**config.mk**
```make
export PLATFORM = sky130hd
export DESIGN_NAME = hyperbus_ctrl
export DESIGN_NICKNAME = d
export VERILOG_FILES = /design/src/rtl/hyperbus_ctrl.sv
export SDC_FILE = /design/constraint.sdc
export NUM_CORES = 1
export LEC_CHECK = 0
export ABC_CLOCK_PERIOD_IN_PS = 4650
export CELL_PAD_IN_SITES_DETAIL_PLACEMENT = 1
export CELL_PAD_IN_SITES_GLOBAL_PLACEMENT = 2
export CORE_MARGIN = 3
export CORE_UTILIZATION = 38
export CTS_BUF_LIST = sky130_fd_sc_hd__clkbuf_8
export DETAILED_ROUTE_END_ITERATION = 8
export PLACE_DENSITY_LB_ADDON = 0.1
export SLEW_MARGIN = 10
export SYNTH_ARGS = -nofsm -noshare
export SYNTH_HDL_FRONTEND = slang
export SYNTH_SLANG_ARGS = --single-unit
export TNS_END_PERCENT = 50
```
**constraint.sdc**
```tcl
create_clock -name hbus_clk -period 4.65 [get_ports hbus_clk]
set_input_delay 0.465 -clock hbus_clk [delete_from_list [all_inputs] [get_ports hbus_clk]]
set_output_delay 0.465 -clock hbus_clk [all_outputs]
set_load 0.01 [all_outputs]
```
**src/rtl/hyperbus_ctrl.sv**
```systemverilog
// hyperbus_ctrl: single-transaction HyperBus responder for the hbus request interface.
// Each accepted request runs CS# setup, a 6-byte command/address, a fixed 2x initial
// latency and two data bytes. All pad-facing outputs are registered so they change only
// on hbus_clk edges. The pad wrapper handles the 90deg CK/DQ shift and the tristates.

module hyperbus_ctrl #(
    parameter int HBUS_ADDR_WIDTH = 32,
    parameter int HBUS_DATA_WIDTH = 16,
    parameter int LATENCY_CK      = 6,
    parameter int RECOVERY_CLKS   = 2,
    parameter int RD_TIMEOUT      = 64
) (
    input  logic                       hbus_clk,
    input  logic                       hbus_rst_n,
    input  logic [HBUS_ADDR_WIDTH-1:0] hbus_adr_i,
    input  logic [HBUS_DATA_WIDTH-1:0] hbus_dat_i,
    input  logic [1:0]                 hbus_mask_i,
    input  logic                       hbus_rrq,
    input  logic                       hbus_wrq,
    output logic [HBUS_DATA_WIDTH-1:0] hbus_dat_o,
    output logic                       hbus_ready,
    output logic                       hbus_valid,
    output logic                       hbus_err,
    output logic                       busy,
    output logic                       hb_ck_o,
    output logic                       hb_cs_n_o,
    output logic                       hb_rst_n_o,
    input  logic                       hb_rwds_i,
    output logic                       hb_rwds_o,
    output logic                       hb_rwds_oe,
    input  logic [7:0]                 hb_dq_i,
    output logic [7:0]                 hb_dq_o,
    output logic                       hb_dq_oe
);

    typedef enum logic [2:0] {
        S_IDLE,
        S_CSSETUP,
        S_CA,
        S_LAT,
        S_WDATA,
        S_RDATA,
        S_END,
        S_RECOVER
    } state_t;

    // 2x latency: 2 * LATENCY_CK CK cycles, each CK cycle is two hbus_clk cycles
    localparam logic [15:0] LAT_LAST = 16'(4 * LATENCY_CK - 1);
    localparam logic [15:0] TO_LAST  = 16'(RD_TIMEOUT - 1);
    localparam logic [15:0] REC_LAST = 16'(RECOVERY_CLKS - 1);

    state_t      state_q, state_d;
    logic [15:0] cnt_q, cnt_d;
    logic [47:0] ca_q, ca_d;
    logic [15:0] wdat_q, wdat_d;
    logic [1:0]  mask_q, mask_d;
    logic        is_rd_q, is_rd_d;
    logic [7:0]  hi_q, hi_d;
    logic        got_hi_q, got_hi_d;
    logic        rwds_r_q, rwds_p_q;
    logic [7:0]  dq_r_q;
    logic [15:0] dat_o_q, dat_o_d;
    logic        cs_n_q, cs_n_d;
    logic        ck_q, ck_d;
    logic [7:0]  dq_o_q, dq_o_d;
    logic        dq_oe_q, dq_oe_d;
    logic        rwds_o_q, rwds_o_d;
    logic        rwds_oe_q, rwds_oe_d;
    logic        ready_q, ready_d;
    logic        valid_q, valid_d;
    logic        err_q, err_d;
    logic        busy_q, busy_d;

    logic [31:0] w_ext;
    logic        rwds_edge;
    logic        unused_adr_lsb;

    // Half-word address, zero-extended or truncated to the 32 bits the CA format carries
    assign w_ext          = 32'(hbus_adr_i[HBUS_ADDR_WIDTH-1:1]);
    assign unused_adr_lsb = hbus_adr_i[0];
    assign rwds_edge      = rwds_r_q ^ rwds_p_q;

    // Next-state and next-output logic; every output is the registered version of its _d
    always_comb begin
        state_d   = state_q;
        cnt_d     = cnt_q;
        ca_d      = ca_q;
        wdat_d    = wdat_q;
        mask_d    = mask_q;
        is_rd_d   = is_rd_q;
        hi_d      = hi_q;
        got_hi_d  = got_hi_q;
        dat_o_d   = dat_o_q;
        cs_n_d    = cs_n_q;
        ck_d      = 1'b0;
        dq_o_d    = 8'h00;
        dq_oe_d   = 1'b0;
        rwds_o_d  = 1'b0;
        rwds_oe_d = 1'b0;
        ready_d   = 1'b0;
        valid_d   = 1'b0;
        err_d     = 1'b0;

        case (state_q)
            S_IDLE: begin
                cs_n_d = 1'b1;
                if (hbus_wrq || hbus_rrq) begin
                    state_d = S_CSSETUP;
                    cs_n_d  = 1'b0;
                    is_rd_d = ~hbus_wrq;
                    ca_d    = {~hbus_wrq, 1'b0, 1'b1, w_ext[31:3], 13'd0, w_ext[2:0]};
                    wdat_d  = hbus_dat_i;
                    mask_d  = hbus_mask_i;
                end
            end
            S_CSSETUP: begin
                state_d = S_CA;
                cnt_d   = 16'd0;
                dq_o_d  = ca_q[47:40];
                dq_oe_d = 1'b1;
                ck_d    = 1'b1;
                ca_d    = {ca_q[39:0], 8'h00};
            end
            S_CA: begin
                ck_d = ~ck_q;
                if (cnt_q == 16'd5) begin
                    state_d = S_LAT;
                    cnt_d   = 16'd0;
                end else begin
                    cnt_d   = cnt_q + 16'd1;
                    dq_o_d  = ca_q[47:40];
                    dq_oe_d = 1'b1;
                    ca_d    = {ca_q[39:0], 8'h00};
                end
            end
            S_LAT: begin
                ck_d = ~ck_q;
                if (cnt_q == LAT_LAST) begin
                    cnt_d = 16'd0;
                    if (is_rd_q) begin
                        state_d  = S_RDATA;
                        got_hi_d = 1'b0;
                    end else begin
                        state_d   = S_WDATA;
                        dq_o_d    = wdat_q[15:8];
                        dq_oe_d   = 1'b1;
                        rwds_o_d  = mask_q[1];
                        rwds_oe_d = 1'b1;
                    end
                end else begin
                    cnt_d = cnt_q + 16'd1;
                end
            end
            S_WDATA: begin
                if (cnt_q == 16'd0) begin
                    cnt_d     = 16'd1;
                    ck_d      = ~ck_q;
                    dq_o_d    = wdat_q[7:0];
                    dq_oe_d   = 1'b1;
                    rwds_o_d  = mask_q[0];
                    rwds_oe_d = 1'b1;
                end else begin
                    state_d = S_END;
                    cs_n_d  = 1'b1;
                    ready_d = 1'b1;
                end
            end
            S_RDATA: begin
                if (rwds_edge && got_hi_q) begin
                    state_d = S_END;
                    cs_n_d  = 1'b1;
                    dat_o_d = {hi_q, dq_r_q};
                    valid_d = 1'b1;
                end else if (cnt_q == TO_LAST) begin
                    state_d = S_END;
                    cs_n_d  = 1'b1;
                    valid_d = 1'b1;
                    err_d   = 1'b1;
                end else begin
                    ck_d  = ~ck_q;
                    cnt_d = cnt_q + 16'd1;
                    if (rwds_edge) begin
                        hi_d     = dq_r_q;
                        got_hi_d = 1'b1;
                    end
                end
            end
            S_END: begin
                cs_n_d  = 1'b1;
                cnt_d   = 16'd0;
                state_d = (RECOVERY_CLKS > 0) ? S_RECOVER : S_IDLE;
            end
            S_RECOVER: begin
                cs_n_d = 1'b1;
                if (cnt_q == REC_LAST) begin
                    state_d = S_IDLE;
                end else begin
                    cnt_d = cnt_q + 16'd1;
                end
            end
            default: begin
                state_d = S_IDLE;
                cs_n_d  = 1'b1;
            end
        endcase

        busy_d = (state_d != S_IDLE);
    end

    // All state and pad outputs; reset aborts any transaction immediately
    always_ff @(posedge hbus_clk or negedge hbus_rst_n) begin
        if (!hbus_rst_n) begin
            state_q   <= S_IDLE;
            cnt_q     <= 16'd0;
            ca_q      <= 48'd0;
            wdat_q    <= 16'd0;
            mask_q    <= 2'b00;
            is_rd_q   <= 1'b0;
            hi_q      <= 8'h00;
            got_hi_q  <= 1'b0;
            rwds_r_q  <= 1'b0;
            rwds_p_q  <= 1'b0;
            dq_r_q    <= 8'h00;
            dat_o_q   <= 16'd0;
            cs_n_q    <= 1'b1;
            ck_q      <= 1'b0;
            dq_o_q    <= 8'h00;
            dq_oe_q   <= 1'b0;
            rwds_o_q  <= 1'b0;
            rwds_oe_q <= 1'b0;
            ready_q   <= 1'b0;
            valid_q   <= 1'b0;
            err_q     <= 1'b0;
            busy_q    <= 1'b0;
        end else begin
            state_q   <= state_d;
            cnt_q     <= cnt_d;
            ca_q      <= ca_d;
            wdat_q    <= wdat_d;
            mask_q    <= mask_d;
            is_rd_q   <= is_rd_d;
            hi_q      <= hi_d;
            got_hi_q  <= got_hi_d;
            rwds_r_q  <= hb_rwds_i;
            rwds_p_q  <= rwds_r_q;
            dq_r_q    <= hb_dq_i;
            dat_o_q   <= dat_o_d;
            cs_n_q    <= cs_n_d;
            ck_q      <= ck_d;
            dq_o_q    <= dq_o_d;
            dq_oe_q   <= dq_oe_d;
            rwds_o_q  <= rwds_o_d;
            rwds_oe_q <= rwds_oe_d;
            ready_q   <= ready_d;
            valid_q   <= valid_d;
            err_q     <= err_d;
            busy_q    <= busy_d;
        end
    end

    assign hbus_dat_o = dat_o_q;
    assign hbus_ready = ready_q;
    assign hbus_valid = valid_q;
    assign hbus_err   = err_q;
    assign busy       = busy_q;
    assign hb_ck_o    = ck_q;
    assign hb_cs_n_o  = cs_n_q;
    assign hb_rst_n_o = hbus_rst_n;
    assign hb_rwds_o  = rwds_o_q;
    assign hb_rwds_oe = rwds_oe_q;
    assign hb_dq_o    = dq_o_q;
    assign hb_dq_oe   = dq_oe_q;

endmodule

```
==> summary.txt <==
CTS
  – CTS Buf Count: 17
  – Clock tree root driver cell: clkbuf_8
  – CTS tree: yes
  – Worst-Skew Late Latency: 0.45 ns
  – Clock sinks: 128
  – Cts hold-fix bufs: 0
  – Post-CTS resize count: 0
  – Reg clk slew, reported paths: roughly 0.07 ns
  – Post-CTS setup buffer count: 0
  – Clock Path Buffers: 2
  – Htree depth: 4

Die
  – Die extent in y: 127 µm
  – Initial core utilization: about two fifths
  – Die ar.: 16,200 µm²
  – Die X: 127 µm
  – # rows: 43
  – Core area: 14,100 µm²
  – Io pins: 97

Timing
  – Total negative slack: 0 ns
  – Rel. slew slack: roughly 30%
  – Post-route setup slack: 2.02 ns
  – Achievable frequency: 380 MHz
  – Final setup fails: 0
  – Worst-Margin Slew: 1.06 ns
  – Crit share post-route: a little under three fifths
  – Worst clock skew: between 0.01 and 0.015 ns
  – Worst Hold Margin: -0.00948 ns
  – Fin. max-slew vios: 0
  – RSZ-0062 raised after global routing: no
  – Tmin final: 2.63 ns
  – Fin. Hold Viols: 3

Critical path
  – FF-to-FF Start: cnt_q[1]$_DFFE_PN0P_
  – Worst reg2reg setup slack: 2.02 ns
  – Crit-path slowest cell: a21oi_4
  – Startpoint type of the worst setup path: flop
  – Buf+Inv Stages, Crit Path: 2
  – Crit end category: flop
  – Max incr delay on CP: 0.51 ns
  – Top Family by Delay on Critical Path: compound AO/OA/AOI/OAI gates
  – Worst setup path class: reg2reg
  – CP dominant cell by count: nand2_1
  – Cell depth of the worst flop-to-flop path: 9
  – Critical Path Fanout Max: 35
  – Arrival time worst endpoint: 3.01 ns
  – CP Cell Sequence: inv_1 -> ha_1 -> and3b_1 -> a41oi_2 -> nand2_1 -> a21oi_4 -> buf_4 -> o21ai_0 -> nand2_1
  – Crit path required time: about 5 ns
  – Reg2Reg Capture Point: ca_q[45]$_DFFE_PN0P_

Global routing
  – All-Layer GR Usage: 18.0%
  – GR Overflow Total: 0
  – Global-route wire length before repair: 23,200 µm
  – Largest net degree at the start of global routing: 69
  – Initial antenna violation count: 0
  – Number of global-route vias before repair: 4,698

Power
  – Cell internal pwr: 2470 µW
  – Leakage: 0.00320 µW
  – Switch share: between 30% and 40%
  – Flop pwr share: 41.8%
  – Max VDD drop: 0.247 mV
  – Net Sw Power: 1430 µW
  – Power Dens Cells: 550 nW/µm²
  – Pwr Total: about 4000 µW
  – Clock network power share: between 20% and 30%
  – Gate power share: 32.8%

Logic synthesis
  – Register bit total from synthesis: approximately 130
  – Ranking of synthesized cells by area: dfrtp_1, mux2_2, nand2_1
  – Post-synthesis instance area: around 5600 µm²
  – EDFF count, synth: 0
  – Most numerous cell in the Yosys netlist: dfrtp_1
  – FFs w/ async S/R, synth: between 90% and 100%
  – Cells after Synth: 532
  – Yosys cell types: between 50 and 60
  – Syn_nets: 598
  – Synth cell count leaders: dfrtp_1, nand2_1, nor2_1
  – Syn. warnings: 0
  – Share of the synthesized area in the top cell type: 56.8%
  – Yosys top cell by area: dfrtp_1
  – Avg Inst Size Synth: 10.5 µm²
  – Sequential share of the synthesized area: ~57%
  – Synth Flop Type: dfrtp_1

Routing
  – DR vias: 4,278
  – DR vias/cell: 5.25
  – Wire length per cell: 16.7 µm
  – Final ANT Viol Nets: 0
  – Number of DRC markers in iteration 0: 227
  – DR pass1 iterations: 4
  – DRC viols: 0
  – Final WL: 13,600 µm

Layout
  – Final Util: 50.2%
  – # diodes: 0
  – Fill cells: about 1,600
  – Fraction of layout cells with a size suffix above 1: 14.2%
  – Total Nets Final: 688
  – P&R area growth vs syn: 26.8%

Place
  – Hpwl dp: 9230 µm
  – Setup slack at placement: 1.95 ns
  – Port bufs: 95
  – Final GP Congestion: between 0.7 and 0.8

Min path
  – Hold WC Path Type: in2async

Outcome
  – Failing checks: hold timing
  – Status: finished, violations left

Job
  – MaxCap Viol Count: 0
## final cells by class
class / instances / area, µm² / area share [%]
Sequential cell: 128 / 3200 / 45.1
Multi-Input combinational cell: 363 / 2220 / 31.3
Timing Repair Buffer: 100 / 990 / 13.9
Clock buffer: 19 / 262 / 3.68
Tap cell: 180 / 225 / 3.17
Clock inverter: 13 / 153 / 2.15
Inverter: 12 / 45.0 / 0.634
## sequential cells by signal, summed over array words and instances (netlist names), 2 cells and up
register / cells
mask_q: 2
hi_q: 8
hb_dq_o: 8
dq_r_q: 8
wdat_q: 16
state_q: 3
ca_q: 38
hbus_dat_o: 16
cnt_q: 16
## metal layers
layer | GRT usage [%] | part of all wire, %
met1 | 23.5 | 46
met2 | 28.7 | 47
met3 | 5.02 | 4.8
met4 | 6.81 | 1.6
met5 | 0 | 0
## metrics by stage
| step | area (µm²) | hold slack [ns] | std cells |
|---|---|---|---|
| 2_1_floorplan | 5600 | 0.169 | 532 |
| 3_3_place_gp | 6690 | 0.383 | 783 |
| 3_5_place_dp | 6690 | 0.399 | 783 |
| 4_1_cts | 7100 | 0.0153 | 815 |
| 5_1_grt | 7100 | 0.0230 | 815 |
| 6_report | 7100 | -0.00948 | 815 |
## layout by cell type, fill, tap and decap left out, types with 3 or more instances in the layout
master and count:
dfrtp_1 127, nand2_1 114, clkdlybuf4s50_1 94, nor2_1 39, mux2_2 38, a31oi_1 26, nand3_1 21, clkbuf_8 19
a21oi_1 12, inv_1 11, o21ai_0 10, a22oi_1 9, o21ai_1 8, nor3_1 7, and3_1 7, nand4_1 5
a22o_1 5, clkinv_4 5, buf_4 5, mux2_1 4, nor4_4 3, and4_1 3, a21o_1 3, o31ai_1 3
o2bb2ai_1 3, ha_1 3, clkinvlp_4 3, inv_6 3
## power by group through the flow
stage | clock [µW] | combinational [µW] | sequential, µW
after floorplan | 0 | 932 | 1590
final | 992 | 1280 | 1630
after CTS | 1030 | 1310 | 1640
after detailed placement | 0 | 1300 | 1660
after global routing | 1080 | 1470 | 1680
after global placement | 0 | 1250 | 1640
## worst max path at each step
stage | startpoint | end | slack, ns | depth (start not counted)
after CTS | cnt_q[1]$_DFFE_PN0P_ | ca_q[45]$_DFFE_PN0P_ | 1.97 | 9
after global placement | hbus_wrq | ca_q[45]$_DFFE_PN0P_ | 2.05 | 7
after global routing | cnt_q[1]$_DFFE_PN0P_ | ca_q[45]$_DFFE_PN0P_ | 1.66 | 9
after detailed placement | hbus_wrq | ca_q[45]$_DFFE_PN0P_ | 1.95 | 7
final | cnt_q[1]$_DFFE_PN0P_ | ca_q[45]$_DFFE_PN0P_ | 2.02 | 9
after floorplan | cnt_q[0]$_DFFE_PN0P_ | cnt_q[8]$_DFFE_PN0P_ | 2.58 | 8
## kinds of logic after synthesis
kind of cell / count (synthesis) / synth area share (%)
flops: 128 / 57.2
simple gates: 222 / 18.8
xor+xnor: 1 / 0.156
buf+inv: 41 / 3.29
fa+ha+maj: 3 / 0.671
compound gates: 95 / 11.4
mux: 42 / 8.45
No activity file was read; power rests on OpenSTA's default activity.
